## config.mk

```make
export PLATFORM = sky130hd
export DESIGN_NAME = id_stage_pipe
export DESIGN_NICKNAME = d
export VERILOG_FILES = /design/src/rtl/id_stage_pipe.sv
export SDC_FILE = /design/constraint.sdc
export NUM_CORES = 2
export LEC_CHECK = 0
export ABC_CLOCK_PERIOD_IN_PS = 7640
export CAP_MARGIN = 30
export CORE_MARGIN = 1
export CORE_UTILIZATION = 45
export DETAILED_ROUTE_END_ITERATION = 10
export PLACE_DENSITY = 0.58
export RECOVER_POWER = 50
export SETUP_SLACK_MARGIN = 0.02
export SLEW_MARGIN = 20
export SYNTH_ARGS = -nofsm -noshare
export SYNTH_HDL_FRONTEND = slang
export SYNTH_SLANG_ARGS = --single-unit
```

## constraint.sdc

```tcl
create_clock -name clk -period 7.64 [get_ports clk]
set_clock_uncertainty 0.1 [all_clocks]
set_input_delay 1.528 -clock clk [delete_from_list [all_inputs] [get_ports clk]]
set_output_delay 1.528 -clock clk [all_outputs]
set_load 0.05 [all_outputs]
```

## src/rtl/id_stage_pipe.sv

```systemverilog
// ---------------------------------------------------------------------------
// id_stage_pipe
//   RV32I decode stage with its own ID/EX pipeline register.
//   - Combinational decode (controller + immediate generator) of in_instr.
//   - Internal register file (NREGS x XLEN, register 0 hard-wired to zero),
//     written from the write-back port.
//   - Load-use hazard detection: stalls IF/ID and lets a bubble drain into EX.
//   - Valid/ready handshake towards IF/ID (in_*) and towards EX (out_*).
//
// Ports
//   clk, reset_n            clock, asynchronous active-low reset
//   flush                   kill the entering instruction and the ID/EX entry
//   in_valid/in_ready       IF/ID handshake; in_instr, in_pc payload
//   wb_we/wb_addr/wb_data   register-file write port
//   out_valid/out_ready     ID/EX handshake; out_pc, rs1_data, rs2_data,
//                           rd_addr, immediate, ex_ctrl, mem_ctrl, wb_ctrl
//   stall                   load-use stall (combinational)
//
// Configuration macro
//   ID_WB_BYPASS_EN  when defined, a register read that hits the address
//                    being written this cycle returns wb_data instead of
//                    the old register contents.
// ---------------------------------------------------------------------------
package id_stage_pkg;

    typedef struct packed {
        logic [3:0] alu_op;      // {funct7[5] or 0, funct3}; 4'b1000 = subtract
        logic       alu_src_imm; // operand B is the immediate
        logic [1:0] op_a_sel;    // 0: rs1, 1: pc, 2: zero
        logic       branch;
        logic [2:0] cmp_op;      // branch condition (funct3)
        logic       jump;
        logic       jalr;
    } ex_control_t;

    typedef struct packed {
        logic       mem_read;
        logic       mem_write;
        logic [2:0] mem_size;    // funct3 of the load/store
    } mem_control_t;

    typedef struct packed {
        logic reg_write;
        logic mem_to_reg;
        logic link;              // write pc+4 (JAL/JALR)
    } wb_control_t;

endpackage

module id_stage_pipe
    import id_stage_pkg::*;
#(
    parameter int XLEN  = 32,
    parameter int NREGS = 32,
    localparam int AW   = $clog2(NREGS)
) (
    input  logic               clk,
    input  logic               reset_n,
    input  logic               flush,
    input  logic               in_valid,
    output logic               in_ready,
    input  logic [31:0]        in_instr,
    input  logic [XLEN-1:0]    in_pc,
    input  logic               wb_we,
    input  logic [AW-1:0]      wb_addr,
    input  logic [XLEN-1:0]    wb_data,
    output logic               out_valid,
    input  logic               out_ready,
    output logic [XLEN-1:0]    out_pc,
    output logic [XLEN-1:0]    rs1_data,
    output logic [XLEN-1:0]    rs2_data,
    output logic [AW-1:0]      rd_addr,
    output logic [XLEN-1:0]    immediate,
    output ex_control_t        ex_ctrl,
    output mem_control_t       mem_ctrl,
    output wb_control_t        wb_ctrl,
    output logic               stall
);

    localparam logic [6:0] OPC_LUI    = 7'b0110111;
    localparam logic [6:0] OPC_AUIPC  = 7'b0010111;
    localparam logic [6:0] OPC_JAL    = 7'b1101111;
    localparam logic [6:0] OPC_JALR   = 7'b1100111;
    localparam logic [6:0] OPC_BRANCH = 7'b1100011;
    localparam logic [6:0] OPC_LOAD   = 7'b0000011;
    localparam logic [6:0] OPC_STORE  = 7'b0100011;
    localparam logic [6:0] OPC_OPIMM  = 7'b0010011;
    localparam logic [6:0] OPC_OP     = 7'b0110011;

    // ---------------- register file ----------------
    logic [XLEN-1:0] regs_q [NREGS];
    logic            rf_we_s;

    // Register read: register 0 and out-of-range addresses read as zero.
    function automatic logic [XLEN-1:0] rf_read(input logic [AW-1:0] addr);
        logic [XLEN-1:0] val;
        if ((addr == {AW{1'b0}}) || (int'(addr) >= NREGS)) begin
            val = {XLEN{1'b0}};
        end
`ifdef ID_WB_BYPASS_EN
        else if (rf_we_s && (wb_addr == addr)) begin
            val = wb_data;
        end
`endif
        else begin
            val = regs_q[addr];
        end
        return val;
    endfunction

    // Write-back enable: register 0 is never written.
    always_comb begin
        rf_we_s = wb_we && (wb_addr != {AW{1'b0}}) && (int'(wb_addr) < NREGS);
    end

    // Register file storage, cleared by reset.
    always_ff @(posedge clk or negedge reset_n) begin
        if (!reset_n) begin
            for (int i = 0; i < NREGS; i++) begin
                regs_q[i] <= {XLEN{1'b0}};
            end
        end else if (rf_we_s) begin
            regs_q[wb_addr] <= wb_data;
        end
    end

    // ---------------- decode ----------------
    logic [6:0]        opcode_s;
    logic [2:0]        funct3_s;
    logic [AW-1:0]     rs1_addr_s;
    logic [AW-1:0]     rs2_addr_s;
    logic [AW-1:0]     rd_addr_s;
    logic              rs1_used_s;
    logic              rs2_used_s;
    logic signed [31:0] imm32_s;
    ex_control_t       ex_dec_s;
    mem_control_t      mem_dec_s;
    wb_control_t       wb_dec_s;

    // Controller and immediate generator.
    always_comb begin
        opcode_s   = in_instr[6:0];
        funct3_s   = in_instr[14:12];
        rs1_addr_s = AW'(in_instr[19:15]);
        rs2_addr_s = AW'(in_instr[24:20]);
        rd_addr_s  = AW'(in_instr[11:7]);
        rs1_used_s = 1'b1;
        rs2_used_s = 1'b0;
        imm32_s    = 32'sd0;
        ex_dec_s   = '0;
        mem_dec_s  = '0;
        wb_dec_s   = '0;
        case (opcode_s)
            OPC_OP: begin
                rs2_used_s         = 1'b1;
                ex_dec_s.alu_op    = {in_instr[30], funct3_s};
                wb_dec_s.reg_write = 1'b1;
            end
            OPC_OPIMM: begin
                // Only the shift-right immediates carry funct7[5] (SRAI).
                ex_dec_s.alu_op      = {(funct3_s == 3'b101) ? in_instr[30] : 1'b0, funct3_s};
                ex_dec_s.alu_src_imm = 1'b1;
                wb_dec_s.reg_write   = 1'b1;
                imm32_s              = {{20{in_instr[31]}}, in_instr[31:20]};
            end
            OPC_LOAD: begin
                ex_dec_s.alu_src_imm = 1'b1;
                mem_dec_s.mem_read   = 1'b1;
                mem_dec_s.mem_size   = funct3_s;
                wb_dec_s.reg_write   = 1'b1;
                wb_dec_s.mem_to_reg  = 1'b1;
                imm32_s              = {{20{in_instr[31]}}, in_instr[31:20]};
            end
            OPC_STORE: begin
                rs2_used_s           = 1'b1;
                ex_dec_s.alu_src_imm = 1'b1;
                mem_dec_s.mem_write  = 1'b1;
                mem_dec_s.mem_size   = funct3_s;
                imm32_s              = {{20{in_instr[31]}}, in_instr[31:25], in_instr[11:7]};
            end
            OPC_BRANCH: begin
                rs2_used_s       = 1'b1;
                ex_dec_s.alu_op  = 4'b1000;
                ex_dec_s.branch  = 1'b1;
                ex_dec_s.cmp_op  = funct3_s;
                imm32_s          = {{20{in_instr[31]}}, in_instr[7], in_instr[30:25],
                                    in_instr[11:8], 1'b0};
            end
            OPC_LUI: begin
                rs1_used_s           = 1'b0;
                ex_dec_s.alu_src_imm = 1'b1;
                ex_dec_s.op_a_sel    = 2'd2;
                wb_dec_s.reg_write   = 1'b1;
                imm32_s              = {in_instr[31:12], 12'h000};
            end
            OPC_AUIPC: begin
                rs1_used_s           = 1'b0;
                ex_dec_s.alu_src_imm = 1'b1;
                ex_dec_s.op_a_sel    = 2'd1;
                wb_dec_s.reg_write   = 1'b1;
                imm32_s              = {in_instr[31:12], 12'h000};
            end
            OPC_JAL: begin
                rs1_used_s           = 1'b0;
                ex_dec_s.alu_src_imm = 1'b1;
                ex_dec_s.op_a_sel    = 2'd1;
                ex_dec_s.jump        = 1'b1;
                wb_dec_s.reg_write   = 1'b1;
                wb_dec_s.link        = 1'b1;
                imm32_s              = {{12{in_instr[31]}}, in_instr[19:12], in_instr[20],
                                        in_instr[30:21], 1'b0};
            end
            OPC_JALR: begin
                ex_dec_s.alu_src_imm = 1'b1;
                ex_dec_s.jump        = 1'b1;
                ex_dec_s.jalr        = 1'b1;
                wb_dec_s.reg_write   = 1'b1;
                wb_dec_s.link        = 1'b1;
                imm32_s              = {{20{in_instr[31]}}, in_instr[31:20]};
            end
            default: begin
                // SYSTEM/FENCE/illegal: no side effects, rs1 still counted as read.
                rs1_used_s = 1'b1;
            end
        endcase
    end

    // ---------------- ID/EX register ----------------
    logic               out_valid_q, out_valid_d;
    logic [XLEN-1:0]    out_pc_q, out_pc_d;
    logic [XLEN-1:0]    rs1_data_q, rs1_data_d;
    logic [XLEN-1:0]    rs2_data_q, rs2_data_d;
    logic [AW-1:0]      rd_addr_q, rd_addr_d;
    logic [XLEN-1:0]    immediate_q, immediate_d;
    ex_control_t        ex_ctrl_q, ex_ctrl_d;
    mem_control_t       mem_ctrl_q, mem_ctrl_d;
    wb_control_t        wb_ctrl_q, wb_ctrl_d;
    logic               stall_s;
    logic               in_ready_s;

    // Load-use hazard: the load in ID/EX writes a register the entering instruction reads.
    always_comb begin
        stall_s = out_valid_q && mem_ctrl_q.mem_read && (rd_addr_q != {AW{1'b0}}) && in_valid &&
                  ((rs1_used_s && (rs1_addr_s == rd_addr_q)) ||
                   (rs2_used_s && (rs2_addr_s == rd_addr_q)));
        in_ready_s = !stall_s && (!out_valid_q || out_ready);
    end

    // Next ID/EX state: flush, then capture, then drain (bubble), then hold.
    always_comb begin
        out_valid_d = out_valid_q;
        out_pc_d    = out_pc_q;
        rs1_data_d  = rs1_data_q;
        rs2_data_d  = rs2_data_q;
        rd_addr_d   = rd_addr_q;
        immediate_d = immediate_q;
        ex_ctrl_d   = ex_ctrl_q;
        mem_ctrl_d  = mem_ctrl_q;
        wb_ctrl_d   = wb_ctrl_q;
        if (flush) begin
            out_valid_d = 1'b0;
        end else if (in_valid && in_ready_s) begin
            out_valid_d = 1'b1;
            out_pc_d    = in_pc;
            rs1_data_d  = rf_read(rs1_addr_s);
            rs2_data_d  = rf_read(rs2_addr_s);
            rd_addr_d   = rd_addr_s;
            immediate_d = XLEN'(imm32_s);
            ex_ctrl_d   = ex_dec_s;
            mem_ctrl_d  = mem_dec_s;
            wb_ctrl_d   = wb_dec_s;
        end else if (out_ready) begin
            out_valid_d = 1'b0;
        end else begin
            out_valid_d = out_valid_q;
        end
    end

    // ID/EX pipeline register.
    always_ff @(posedge clk or negedge reset_n) begin
        if (!reset_n) begin
            out_valid_q <= 1'b0;
            out_pc_q    <= {XLEN{1'b0}};
            rs1_data_q  <= {XLEN{1'b0}};
            rs2_data_q  <= {XLEN{1'b0}};
            rd_addr_q   <= {AW{1'b0}};
            immediate_q <= {XLEN{1'b0}};
            ex_ctrl_q   <= '0;
            mem_ctrl_q  <= '0;
            wb_ctrl_q   <= '0;
        end else begin
            out_valid_q <= out_valid_d;
            out_pc_q    <= out_pc_d;
            rs1_data_q  <= rs1_data_d;
            rs2_data_q  <= rs2_data_d;
            rd_addr_q   <= rd_addr_d;
            immediate_q <= immediate_d;
            ex_ctrl_q   <= ex_ctrl_d;
            mem_ctrl_q  <= mem_ctrl_d;
            wb_ctrl_q   <= wb_ctrl_d;
        end
    end

    assign out_valid = out_valid_q;
    assign out_pc    = out_pc_q;
    assign rs1_data  = rs1_data_q;
    assign rs2_data  = rs2_data_q;
    assign rd_addr   = rd_addr_q;
    assign immediate = immediate_q;
    assign ex_ctrl   = ex_ctrl_q;
    assign mem_ctrl  = mem_ctrl_q;
    assign wb_ctrl   = wb_ctrl_q;
    assign stall     = stall_s;
    assign in_ready  = in_ready_s;

endmodule

```

Word level (Yosys, flattened, before mapping)
Index checks and enable logic that the tools add are counted.
- mux-type cells: 28
- magnitude comparators: 4
- equal/unequal tests: 12
- reductions and logical operators: 29
- bitwise logic cells: 4
- operator list (cell ; count):
    bitwise mux 1024 bit ; 1
    binary-select mux 32 bit (select 5 bit) ; 2
    two-way mux 32 bit ; 7
    demux 32 bit (select 5 bit) ; 1
    one-hot mux 32 bit (5 select lines) ; 1
    equality test 7 x 6 -> 1 bit (second input constant) ; 3
    equality test 7 bit (second input constant) ; 3
    >= comparator 6 bit (second input constant) ; 3
    inverter 5 -> 6 bit ; 3
    equality test 7 x 5 -> 1 bit (second input constant) ; 2
    OR reduction 7 bit ; 2
    two-way mux 1 bit ; 12
    one-hot mux 4 bit (3 select lines) ; 1
    equality test 5 bit ; 2
    logical AND 1 bit ; 10
    logical NOT 5 bit ; 2
    nonzero test 5 bit ; 2
    OR reduction 3 bit ; 3
    OR reduction 2 bit ; 4
    equality test 7 x 2 -> 1 bit (second input constant) ; 1
    less-than comparator 6 x 1 -> 1 bit (second input constant) ; 1
    two-way mux 4 bit ; 1
    one-hot mux 2 bit (2 select lines) ; 1
    equality test 3 bit (second input constant) ; 1
    6 further kinds ; 8
- flip-flop bits (word level): 1177
- output and inout port bits: 157
- word-level logic and storage cells: 126
- bits of input ports: 107

Logic depth before layout (Yosys ltp)
- depth after elaboration: 11
- gate-level depth with buffers: 10
- depth with buffers taken out: 5

Worst setup path before layout
No wires, ideal clock.
- path type: input -> output
- start point: in in_instr[3]
- end point: out stall
- stages on the path: 5
- path buffers: 1
- arrival time: 3.284 ns
- data required time: 6.012 ns
- path slack: 2.728 ns
- cells stage by stage: clkbuf_1 nor2_1 nand3_1 or3_1 a21oi_1
- cells in the longest elaborated chain, start to end: 6
- elaborated cells on any way between the ends: 14
- classes of those cells: 6 x eq/ne; 2 x mux; 6 x reduce/logical
- ends and longest elaborated chain (what ; line ; text):
    start, declared ; 62 ; input logic [31:0] in_instr,
    equality test 7 bit, or another cell as far along ; 153 ; case (opcode_s)
    OR reduction 3 bit (no source line) ; n/a ;
    two-way mux 1 bit ; 153 ;
    logical AND 1 bit, on equally long branches ; 244, 245 ;
    logical OR 1 bit * ; 244 ; ((rs1_used_s && (rs1_addr_s == rd_addr_q)) ||
    logical AND 1 bit * ; 243 ; stall_s = out_valid_q && mem_ctrl_q.mem_read && (rd_addr_q != {AW{1'b0}}) && in_valid &&
    end, declared ; 77 ; output logic stall
Every way passes the cells marked *; elsewhere a longest branch is shown, timed or not.

Worst setup path after layout
- start point: in in_instr[6]
- end point: out in_ready
- cells in the longest elaborated chain, start to end: 8
- elaborated cells on any way between the ends: 16
- classes of those cells: 6 x eq/ne; 2 x mux; 8 x reduce/logical
- ends and longest elaborated chain (what ; line ; text):
    equality test 7 bit, or another cell as far along ; 153 ;
    OR reduction 3 bit (no source line) ; n/a ;
    two-way mux 1 bit ; 153 ;
    logical AND 1 bit, on equally long branches ; 244, 245 ;
    logical OR 1 bit * ; 244 ;
    logical AND 1 bit * ; 243 ;
    logical NOT 1 bit * ; 246 ; in_ready_s = !stall_s && (!out_valid_q || out_ready);
    logical AND 1 bit * ; 246 ;
    end, declared ; 61 ; output logic in_ready,
Marked as above.

==> impl_metrics.csv <==
group,metric,value,unit
status,outcome,"finished, violations left",
status,failed_checks,"capacitance limit, slew limit",
grt,grt_pass1_vias,40000,
placement,post-dp-hpwl,114,mm
grt,use_met2,44.6,%
routing,via_count,39400,
power,vdd_drop_max,0.000194,V
timing,tightest_slew,4.16,ns
hold_path,holdCritPathClass,"reg -> reg",
setup_path,worstPathRequired,6.01,ns
setup_path,crit_slowest_cell,"clkdlybuf4s50_1",
setup_path,crit_buf_inv,3,
timing,setup_viol,0,
yosys,synth_cell_types,56,
layout,final_area,69100,sq um
grt,use_met1,43.6,%
timing,rsz0062_at_grt,"no",
clocking,cts_tree,"built",
layout,fin_util,52.4,%
floorplanning,row_count,133,
yosys,synthSimpleGateAreaFrac,2.54,%
yosys,synth_top_cells_by_area,"dfrtp_1, mux2_2, mux4_2, clkbuf_1, mux2i_1",
timing,setup_tns,0,ns
yosys,ys_warn_count,0,
layout,area_growth,15.1,%
routing,routed_via_density,6.54,
clocking,clock_latency,0.77,ns
setup_path,cpPeakStageDelay,0.81,ns
yosys,synth_ff_type,"dfrtp_1",
clocking,cts-root-buf,"clkbuf_16",
yosys,yosysTopAreaCell,"dfrtp_1",
clocking,cts-resized-gates,0,
placement,place_area,64600,sq um
setup_path,crit_path_start_kind,"primary input",
timing,period_share,80.9,%
setup_path,crit_path_end_kind,"output port",
layout,nets,4277,
layout,drive_above_1_share,46.9,%
floorplanning,die_w,367,um
timing,finalWorstSetupSlack,1.46,ns
routing,wl_per_cell,33.0,um
grt,grt_pass1_wl,292,mm
grt,busiest_layer,"met2",
routing,drt-total-wl,199,mm
clocking,postCtsSetupRepairBufs,0,
yosys,synthAdderAreaFrac,0,%
clocking,cts_hold_buf,0,
timing,hold_violations,0,
clocking,numCtsBuffers,136,
yosys,muxShareOfSynthArea,40.0,%
timing,fin_crit,6.18,ns
setup_path,crit_family,"buffers and inverters",
setup_path,cp_common_cell,"clkdlybuf4s50_1",
routing,first_iter_violations,3797,
yosys,synth_top_area_share,49.0,%
setup_path,crit_chain,"clkdlybuf4s50_1 > or3b_1 > a21oi_4 > nor4_4 > nor2_1 > buf_4 > and2_1 > clkdlybuf4s50_1",
power,power.leakage,29.6,nW
yosys,syn_area,60100,sq um
placement,portBuffers,263,
yosys,syn_area_per_cell,14.7,sq um
yosys,ys_async_sr_fraction,100,%
floorplanning,ios,264,
setup_path,cp_max_fo,17,
grt,track_usage,29.8,%
clocking,clk_path_buf_depth,3,
placement,place_ws,1.51,ns
clocking,htreeDepth,4,
yosys,synth_edf_count,0,
yosys,synth-seq-area-share,49.0,%
layout,fill_cells,11000,
yosys,synth-compound-area-share,5.17,%
placement,place.gp.congestion,0.823,
setup_path,r2r_cells,8,
power,powerDensity,273,nW/um^2
yosys,postSynthCellCount,4088,
timing,slew_viol_final,1086,
clocking,clkTransAtPathRegs,0.05,ns
grt,met3_usage,5.85,%
yosys,synth_top_family_by_area,"multiplexers",
yosys,ys_ff_latch,1177,
floorplanning,initial_utilization,45.5,%
grt,antenna_found_initial,19,
hold_path,holdPathStages,0,
clocking,clkSinkCount,1177,
grt,grt-ovfl-total,0,
floorplanning,dieArea,135000,sq um
timing,max_freq,162,MHz
routing,drtAntennaViolNets,0,
setup_path,cp.depth,8,
floorplanning,core_area,132000,sq um
timing,slew_headroom,-177,%
routing,drc,0,
grt,grt_max_degree,164,
routing,first_pass_iters,5,
setup_path,arrival,4.55,ns
floorplanning,die_h,367,um
yosys,synthesis.nets,4195,
yosys,synth_xor_area_share,0.146,%
setup_path,criticalPathCategory,"in -> out",
run,max-cap-violations,12,
[cells in the final DEF (no fill, tap or decap), types with 8 or more instances in the layout]
| master | instances |
|---|---|
| a211o_1 | 20 |
| a211oi_1 | 47 |
| a21o_1 | 10 |
| a21oi_1 | 30 |
| a221o_1 | 31 |
| a221oi_1 | 37 |
| a22oi_1 | 21 |
| buf_12 | 11 |
| buf_4 | 77 |
| buf_6 | 8 |
| buf_8 | 26 |
| clkbuf_1 | 35 |
| clkbuf_16 | 142 |
| clkbuf_8 | 31 |
| clkdlybuf4s50_1 | 252 |
| clkinv_2 | 18 |
| dfrtp_1 | 1177 |
| inv_1 | 11 |
| inv_6 | 8 |
| mux2_1 | 20 |
| mux2_2 | 1194 |
| mux2i_1 | 97 |
| mux4_2 | 417 |
| nand2_1 | 63 |
| nand2_2 | 11 |
| nand3_1 | 16 |
| nand3b_1 | 8 |
| nand4_1 | 8 |
| nor2_1 | 21 |
| nor2_4 | 8 |
| nor2b_1 | 26 |
| nor3b_1 | 11 |
| nor4_1 | 52 |
| o21ai_0 | 67 |
| o221ai_1 | 20 |
| o22ai_1 | 95 |
| o31ai_1 | 31 |
[state kept, by name, summed over array words and instances (netlist names)]
register,flops
rd_addr,5
rs2_data,32
wb_ctrl,3
immediate,32
ex_ctrl,12
out_valid,1
out_pc,32
mem_ctrl,4
regs_q,1024
rs1_data,32
[stage by stage]
stage	hold slack (ns)	total power [mW]	cells
final	0.272	18.9	6035
after global routing	0.283	19.6	6035
after CTS	0.276	19.0	6011
after detailed placement	0.263	12.4	5769
after global placement	0.261	12.3	5748
after floorplan	0.325	11.0	4088
[final cells by class]
cell class	count	area [sq um]	area share, %
antenna	6	15.0	0.0217
inverter	11	41.3	0.0597
sequential	1177	29500	42.6
timing repair buffer	397	4060	5.87
clock buffer	204	4100	5.93
multi-input combinational	2447	28900	41.8
clock inverter	38	373	0.539
tap	1755	2200	3.18
[worst paths after layout]
path / slack (ns) / end / startpoint
max: 1.46 / in_ready / in_instr[6]
min: 0.27 / regs_q[1014]$_DFFE_PN0P_ / regs_q[1014]$_DFFE_PN0P_
max reg2reg: 3.89 / out_pc[9]$_DFFE_PN0P_ / rd_addr[1]$_DFFE_PN0P_
min reg2reg: 0.27 / regs_q[1014]$_DFFE_PN0P_ / regs_q[1014]$_DFFE_PN0P_
max in group asynchronous: 2.20 / regs_q[950]$_DFFE_PN0P_ / reset_n
min in group asynchronous: 0.64 / out_pc[13]$_DFFE_PN0P_ / reset_n
[synthesized netlist by cell type, drive strengths merged, types with 8 or more instances]
| cell | count |
|---|---|
| mux2 | 1214 |
| dfrtp | 1177 |
| mux4 | 417 |
| clkbuf | 305 |
| buf | 148 |
| mux2i | 97 |
| o22ai | 95 |
| nand2 | 78 |
| o21ai | 72 |
| nor4 | 54 |
| a211oi | 47 |
| a221oi | 37 |
| a21oi | 31 |
| a221o | 31 |
| o31ai | 31 |
| nor2 | 30 |
| nor2b | 29 |
| a22oi | 21 |
| a211o | 20 |
| o221ai | 20 |
| nand3 | 17 |
| inv | 11 |
| nor3b | 11 |
| a21o | 10 |
| nand3b | 8 |
| nand4 | 8 |
| nor3 | 8 |
[power by group]
| part | switching, mW | internal [mW] | total (mW) |
|---|---|---|---|
| Combinational | 1.83 | 2.19 | 4.02 |
| Sequential | 0.879 | 7.40 | 8.28 |
| Clock | 2.70 | 3.87 | 6.58 |
[routing by layer]
| metal | up-vias | share of wire (%) |
|---|---|---|
| met5 | - | 0.027 |
| met4 | 8 | 2.7 |
| met3 | 331 | 7.4 |
| met2 | 1690 | 45 |
| met1 | 21400 | 44 |
| li1 | 16000 | - |
[logic make-up (layout without fill, tap and decap cells)]
family                    count (synthesis)  after routing
and+or+nand+nor                         276            276
AOI/OAI and AO/OA                       433            433
DFF                                    1177           1177
muxes                                  1728           1728
other                                     0              6
buffers and inverters                   464            650
xor gates and xnor gates                 10             10
Power figures use the tool's default switching activity.
